File: src/rtl/gate_driver_protect_unit_pkg.sv
// Shared types, default parameter values and the request decoder
// for the gate-drive protection unit.
package gate_driver_protect_unit_pkg;

    // Per-phase conduction state
    typedef enum logic [1:0] {
        StOff  = 2'd0,
        StHigh = 2'd1,
        StLow  = 2'd2
    } phase_state_e;

    // Decoded per-phase request
    typedef enum logic [1:0] {
        ReqOff  = 2'd0,
        ReqHigh = 2'd1,
        ReqLow  = 2'd2
    } phase_req_e;

    localparam int unsigned DefaultDeadtimeCycles    = 50;
    localparam int unsigned DefaultFaultFilterCycles = 4;

    // Both sides requested at once is treated as "off"; the caller flags the error.
    function automatic phase_req_e decode_req(input logic high, input logic low);
        phase_req_e req;
        case ({high, low})
            2'b10:   req = ReqHigh;
            2'b01:   req = ReqLow;
            default: req = ReqOff;
        endcase
        return req;
    endfunction

endpackage

File: src/rtl/gate_phase_deadtime.sv
// Single half-bridge phase: request decode, OFF/HIGH/LOW FSM with dead-time
// counter, registered gate outputs and shoot-through error pulse.
module gate_phase_deadtime
    import gate_driver_protect_unit_pkg::*;
#(
    parameter int unsigned DEADTIME_CYCLES = DefaultDeadtimeCycles
) (
    input  logic sys_clk,
    input  logic reset_n,
    input  logic force_off_i,
    input  logic high_req_i,
    input  logic low_req_i,
    output logic high_o,
    output logic low_o,
    output logic shoot_err_o
);

    localparam int unsigned CntW = (DEADTIME_CYCLES == 0) ? 1 : $clog2(DEADTIME_CYCLES + 1);
    localparam logic [CntW-1:0] DeadLoad = CntW'(DEADTIME_CYCLES);

    phase_state_e    state_q, state_d;
    logic [CntW-1:0] dead_cnt_q, dead_cnt_d;
    logic            high_q, high_d;
    logic            low_q, low_d;
    logic            err_q, err_d;
    phase_req_e      req;

    // Next-state logic: force-off wins, then HIGH/LOW exit on any other request,
    // OFF waits out the dead counter before accepting a new request.
    always_comb begin
        req        = decode_req(high_req_i, low_req_i);
        state_d    = state_q;
        dead_cnt_d = dead_cnt_q;
        err_d      = high_req_i & low_req_i;
        if (force_off_i) begin
            // Reloading every forced cycle makes the full dead time apply on release.
            state_d    = StOff;
            dead_cnt_d = DeadLoad;
        end else begin
            unique case (state_q)
                StHigh: begin
                    if (req != ReqHigh) begin
                        state_d    = StOff;
                        dead_cnt_d = DeadLoad;
                    end
                end
                StLow: begin
                    if (req != ReqLow) begin
                        state_d    = StOff;
                        dead_cnt_d = DeadLoad;
                    end
                end
                StOff: begin
                    if (dead_cnt_q != '0) begin
                        dead_cnt_d = dead_cnt_q - 1'b1;
                    end else if (req == ReqHigh) begin
                        state_d = StHigh;
                    end else if (req == ReqLow) begin
                        state_d = StLow;
                    end
                end
                default: begin
                    state_d    = StOff;
                    dead_cnt_d = DeadLoad;
                end
            endcase
        end
        high_d = (state_d == StHigh);
        low_d  = (state_d == StLow);
    end

    // State, counter and output registers
    always_ff @(posedge sys_clk or negedge reset_n) begin
        if (!reset_n) begin
            state_q    <= StOff;
            dead_cnt_q <= '0;
            high_q     <= 1'b0;
            low_q      <= 1'b0;
            err_q      <= 1'b0;
        end else begin
            state_q    <= state_d;
            dead_cnt_q <= dead_cnt_d;
            high_q     <= high_d;
            low_q      <= low_d;
            err_q      <= err_d;
        end
    end

    assign high_o      = high_q;
    assign low_o       = low_q;
    assign shoot_err_o = err_q;

endmodule

File: src/rtl/gate_driver_protect_unit.sv
// Fault-protected gate-drive output stage: nFAULT synchroniser, glitch
// filter and fault latch, plus one dead-time phase per half-bridge.
module gate_driver_protect_unit
    import gate_driver_protect_unit_pkg::*;
#(
    parameter int unsigned PHASE_NUM           = 3,
    parameter int unsigned DEADTIME_CYCLES     = DefaultDeadtimeCycles,
    parameter int unsigned FAULT_FILTER_CYCLES = DefaultFaultFilterCycles,
    parameter int unsigned FAULT_LATCH         = 1
) (
    input  logic                 sys_clk,
    input  logic                 reset_n,
    input  logic                 gate_driver_nfault_in,
    input  logic                 gate_enable_in,
    input  logic                 fault_clear_in,
    input  logic [PHASE_NUM-1:0] gate_high_side_in,
    input  logic [PHASE_NUM-1:0] gate_low_side_in,
    output logic [PHASE_NUM-1:0] gate_high_side_out,
    output logic [PHASE_NUM-1:0] gate_low_side_out,
    output logic                 fault_latched_out,
    output logic [PHASE_NUM-1:0] shoot_through_err_out
);

    localparam int unsigned FiltW = $clog2(FAULT_FILTER_CYCLES + 1);
    localparam logic [FiltW-1:0] FiltMax = FiltW'(FAULT_FILTER_CYCLES);

    logic             sync1_q, sync2_q;
    logic [FiltW-1:0] filt_cnt_q, filt_cnt_d;
    logic             fault_q, fault_d;
    logic             fault_det;
    logic             force_off;

    // Filter counter and fault latch next state. fault_det is taken from the
    // counter's next value so the latch and the phase outputs react on the
    // same edge the counter saturates.
    always_comb begin
        filt_cnt_d = filt_cnt_q;
        if (sync2_q) begin
            filt_cnt_d = '0;
        end else if (filt_cnt_q != FiltMax) begin
            filt_cnt_d = filt_cnt_q + 1'b1;
        end
        fault_det = (filt_cnt_d == FiltMax);
        if (FAULT_LATCH != 0) begin
            // A clear only takes effect once the filtered fault has gone away.
            fault_d = fault_det | (fault_q & ~fault_clear_in);
        end else begin
            fault_d = fault_det;
        end
        force_off = ~gate_enable_in | fault_det | fault_q;
    end

    // Synchroniser, filter and latch registers
    always_ff @(posedge sys_clk or negedge reset_n) begin
        if (!reset_n) begin
            sync1_q    <= 1'b1;
            sync2_q    <= 1'b1;
            filt_cnt_q <= '0;
            fault_q    <= 1'b0;
        end else begin
            sync1_q    <= gate_driver_nfault_in;
            sync2_q    <= sync1_q;
            filt_cnt_q <= filt_cnt_d;
            fault_q    <= fault_d;
        end
    end

    assign fault_latched_out = fault_q;

    for (genvar i = 0; i < PHASE_NUM; i++) begin : g_phase
        gate_phase_deadtime #(
            .DEADTIME_CYCLES(DEADTIME_CYCLES)
        ) u_phase (
            .sys_clk    (sys_clk),
            .reset_n    (reset_n),
            .force_off_i(force_off),
            .high_req_i (gate_high_side_in[i]),
            .low_req_i  (gate_low_side_in[i]),
            .high_o     (gate_high_side_out[i]),
            .low_o      (gate_low_side_out[i]),
            .shoot_err_o(shoot_through_err_out[i])
        );
    end

endmodule

File: config.mk
export PLATFORM = sky130hd
export DESIGN_NAME = gate_driver_protect_unit
export DESIGN_NICKNAME = d
export VERILOG_FILES = /design/src/rtl/gate_driver_protect_unit_pkg.sv /design/src/rtl/gate_phase_deadtime.sv /design/src/rtl/gate_driver_protect_unit.sv
export SDC_FILE = /design/constraint.sdc
export NUM_CORES = 1
export LEC_CHECK = 0
export CORE_MARGIN = 4
export CORE_UTILIZATION = 61
export DETAILED_ROUTE_END_ITERATION = 7
export PLACE_DENSITY = 0.85
export SETUP_SLACK_MARGIN = 0.4
export SYNTH_ARGS = -nofsm -noshare
export SYNTH_HDL_FRONTEND = slang
export SYNTH_SLANG_ARGS = --single-unit
File: constraint.sdc
create_clock -name sys_clk -period 3.2 [get_ports sys_clk]
set_clock_uncertainty 0.2 [all_clocks]
set_input_delay 0.64 -clock sys_clk [delete_from_list [all_inputs] [get_ports sys_clk]]
set_output_delay 0.64 -clock sys_clk [all_outputs]
set_load 0.005 [all_outputs]
==> metrics.md <==
| Metric | Value |
|---|---|
| MaxCap Viol Count | `0` |
| Setup TNS Final | `0 ps` |
| Combinational share of power | `0.178` |
| Routed WL | `3950 um` |
| Syn_nets | `234` |
| Critical Path RT | `between 3000 and 4000 ps` |
| First-pass GRT wire length | `roughly 7000 um` |
| GRT Util Overall | `0.211` |
| GRT overflow | `0` |
| Max Buffers Root-to-Sink | `2` |
| Hold crit path type | `in2async` |
| Via density | `5.96` |
| 1st-iter DRT viols | `121` |
| Post-synth cell types | `40` |
| Remaining antenna violation count | `0` |
| WP depth | `6` |
| Dominant cell type by area after synthesis | `dfrtp_1` |
| Post-DP HPWL | `2730 um` |
| Worst setup path class | `reg2reg` |
| Yosys top cell area share | `0.438` |
| Gpl congestion | `0.933` |
| Initial antenna violation count | `0` |
| CTS clk-pin slew, worst paths | `roughly 120 ps` |
| # IOs | `21` |
| Final nets | `248` |
| Reg2reg setup slack | `910 ps` |
| Wire per inst | `14.3 um` |
| FF-to-FF path depth | `6` |
| Critical path's top delay family | `simple AND/OR/NAND/NOR gates` |
| Number of flops mapped to enable cells by yosys | `0` |
| DRC | `0` |
| Synth Flop Type | `dfrtp_1` |
| Mapped Area | `2120 um^2` |
| Area Overhead vs Synth | `13.0%` |
| PortBufs | `20` |
| CP Buf/Inv Count | `1` |
| Slowest cell delay on critical path | `460 ps` |
| Full die area | `4470 um^2` |
| Crit Reg-Reg Startpoint | `g_phase[1].u_phase.dead_cnt_q[0]$_DFFE_PN0P_` |
| Largest fanout on the critical path | `4` |
| Post-cts resize count | `0` |
| CTS root buffer | `clkbuf_4` |
| Die W | `~67 um` |
| Most common cell in the netlist | `dfrtp_1` |
| Storage element area | `978 um^2` |
| Async S/R FF share, synth | `1.00` |
| Layout cells sized above 1 | `0.109` |
| Final slew viol count | `0` |
| Commonest cells in the synthesized netlist | `37 x dfrtp_1, 32 x nor2_1, 19 x o21ai_0, 17 x a21oi_1, 10 x inv_1` |
| Worst reg2reg path endpoint | `g_phase[1].u_phase.dead_cnt_q[4]$_DFFE_PN0P_` |
| Status | `finished clean` |
| Maximum VDD drop | `approximately 0.39 mV` |
| Worst EP arrival | `2350 ps` |
| CTS tree | `done` |
| Row count | `21` |
| Starting density of the core | `0.634` |
| Crit end category | `flip-flop` |
| Vias in the first global route | `1619` |
| Fillers | `248` |
| Dominant cells by area after synthesis | `dfrtp_1 44%, nor2_1 5.7%, ha_1 4.7%, o21ai_0 4.5%, a21oi_1 4.0%` |
| Hold Buf Count CTS | `0` |
| Core Box Area | `3340 um^2` |
| F_max | `437 MHz` |
| Post-synthesis sequential area ratio | `0.462` |
| Relative slew slack | `0.450` |
| Fin crit share | `0.715` |
| Post-CTS setup buffer count | `0` |
| Critical Path Source Type | `flip-flop` |
| Setup-failing EPs final | `0` |
| Fin Hold WS | `162 ps` |
| Min Clock Period, post-route | `2290 ps` |
| Synthesized flop and latch total | `39` |
| Via count | `roughly 1600` |
| Ys Warns | `0` |
| Clk sinks | `39` |
| CTS Buf Count | `5` |
| CP max stage cell | `or4b_4` |
| # diodes | `0` |
| Cells after Synth | `about 220` |
| Power per Cell Area | `509 nW/um^2` |
| P_leak | `1.01 nW` |
| Critical Path, Cell by Cell | `inv_1 -> ha_1 -> or4b_4 -> or3_4 -> nor4b_4 -> a211o_1` |
| Internal Power | `0.884 mW` |
| Worst-margin pin slew | `824 ps` |
| Multi-input logic area | `1010 um^2` |
| Sw frac | `0.274` |
| Clock latency at the later pin of the worst-skew pair | `360 ps` |
| First-pass iteration count of the detailed router | `4` |
| Pin count of the biggest net entering global routing | `40` |
| Psw | `approximately 0.33 mW` |
| Fin. Hold Viols | `0` |
| Seq pwr share | `0.486` |
| H-tree depth | `2` |
| Clk pwr share | `0.337` |
| Syn Area/Cell | `just under 10 um^2` |
| RSZ-0062 raised after global routing | `false` |
| Die Height | `about 67 um` |
-- cells in the final DEF (no fill, tap or decap), drive strengths merged, types with 2 or more instances in the layout --
cell and instances:
nor3 8, buf 2, or4b 6, inv 10, a211o 4, nand2 5, o21ai 20, nor3b 4
clkdlybuf4s50 19, nand3 3, nor2 32, a32oi 2, o211ai 2, and2 3, dfstp 2, a31oi 3
or3 9, clkbuf 5, nor4b 6, ha 8, a32o 2, or2 3, dfrtp 37, a21oi 17
bufinv 2, or4 3, a21o 3
-- worst register-to-register path: cells and delay by family (launching register included) --
kind	cells	cell delay (ps)
AO/OA/AOI/OAI	1	260
adder cells (fa/ha/maj)	1	160
buffers and inverters	1	130
flip-flops	1	440
AND/OR/NAND/NOR	3	1010
-- cell type report --
| type | instances | share of cell area |
|---|---|---|
| well taps | 46 | 0.0241 |
| repair buffers | 21 | 0.0848 |
| multi-input cells | 152 | 0.422 |
| flip-flops and latches | 39 | 0.409 |
| clock inverters | 3 | 0.0283 |
| clock buffers | 5 | 0.0157 |
| inverters | 10 | 0.0157 |
-- metrics by stage --
step	total power, mW	util	setup WS [ps]	instance area [um^2]	cells
global placement	0.804	0.685	828	2290	268
floorplan	0.743	-	1060	2120	215
detailed placement	0.813	0.685	808	2290	268
CTS	1.23	0.717	911	2390	276
global route	1.29	0.717	747	2390	276
finish	1.22	0.717	914	2390	276
-- routing by layer --
metal,share of wire,global-route usage,vias to the layer above
met5,0,0,-
met4,0.021,0.0886,0
met3,0.045,0.0624,10
met2,0.48,0.335,41
met1,0.45,0.267,789
li1,-,-,804
-- worst max path at each step --
stage	startpoint	endpoint	slack (ps)
6_report	g_phase[1].u_phase.dead_cnt_q[0]$_DFFE_PN0P_	g_phase[1].u_phase.dead_cnt_q[4]$_DFFE_PN0P_	910
3_3_place_gp	gate_high_side_in[1]	g_phase[1].u_phase.dead_cnt_q[4]$_DFFE_PN0P_	830
3_5_place_dp	gate_low_side_in[1]	g_phase[1].u_phase.dead_cnt_q[4]$_DFFE_PN0P_	810
2_1_floorplan	g_phase[0].u_phase.dead_cnt_q[0]$_DFFE_PN0P_	g_phase[0].u_phase.dead_cnt_q[4]$_DFFE_PN0P_	1060
5_1_grt	filt_cnt_q[0]$_DFF_PN0_	g_phase[2].u_phase.dead_cnt_q[4]$_DFFE_PN0P_	750
4_1_cts	g_phase[1].u_phase.dead_cnt_q[0]$_DFFE_PN0P_	g_phase[1].u_phase.dead_cnt_q[4]$_DFFE_PN0P_	910
-- sequential cells by signal, indices dropped and copies added, names as in the netlist --
| name | cells |
|---|---|
| g_phase.u_phase.dead_cnt_q | 18 |
| g_phase.u_phase.state_q | 6 |
| filt_cnt_q | 3 |
| g_phase.u_phase.high_o | 3 |
| g_phase.u_phase.low_o | 3 |
| g_phase.u_phase.shoot_err_o | 3 |
| fault_latched_out | 1 |
| sync1_q | 1 |
| sync2_q | 1 |
-- cells by family after synthesis --
logic type               share of synthesized area
AND/OR/NAND/NOR                              0.263
AO/OA/AOI/OAI                                0.167
flip-flops                                   0.462
buffers and inverters                       0.0603
adder cells (fa/ha/maj)                     0.0473
-- power by group through the flow --
stage | sequential (mW) | combinational [mW] | clock, mW
3_3_place_gp | 0.596 | 0.208 | 0
4_1_cts | 0.590 | 0.216 | 0.424
3_5_place_dp | 0.599 | 0.215 | 0
6_report | 0.591 | 0.216 | 0.410
5_1_grt | 0.600 | 0.249 | 0.441
2_1_floorplan | 0.585 | 0.158 | 0
(Power assumes the default switching activity.)
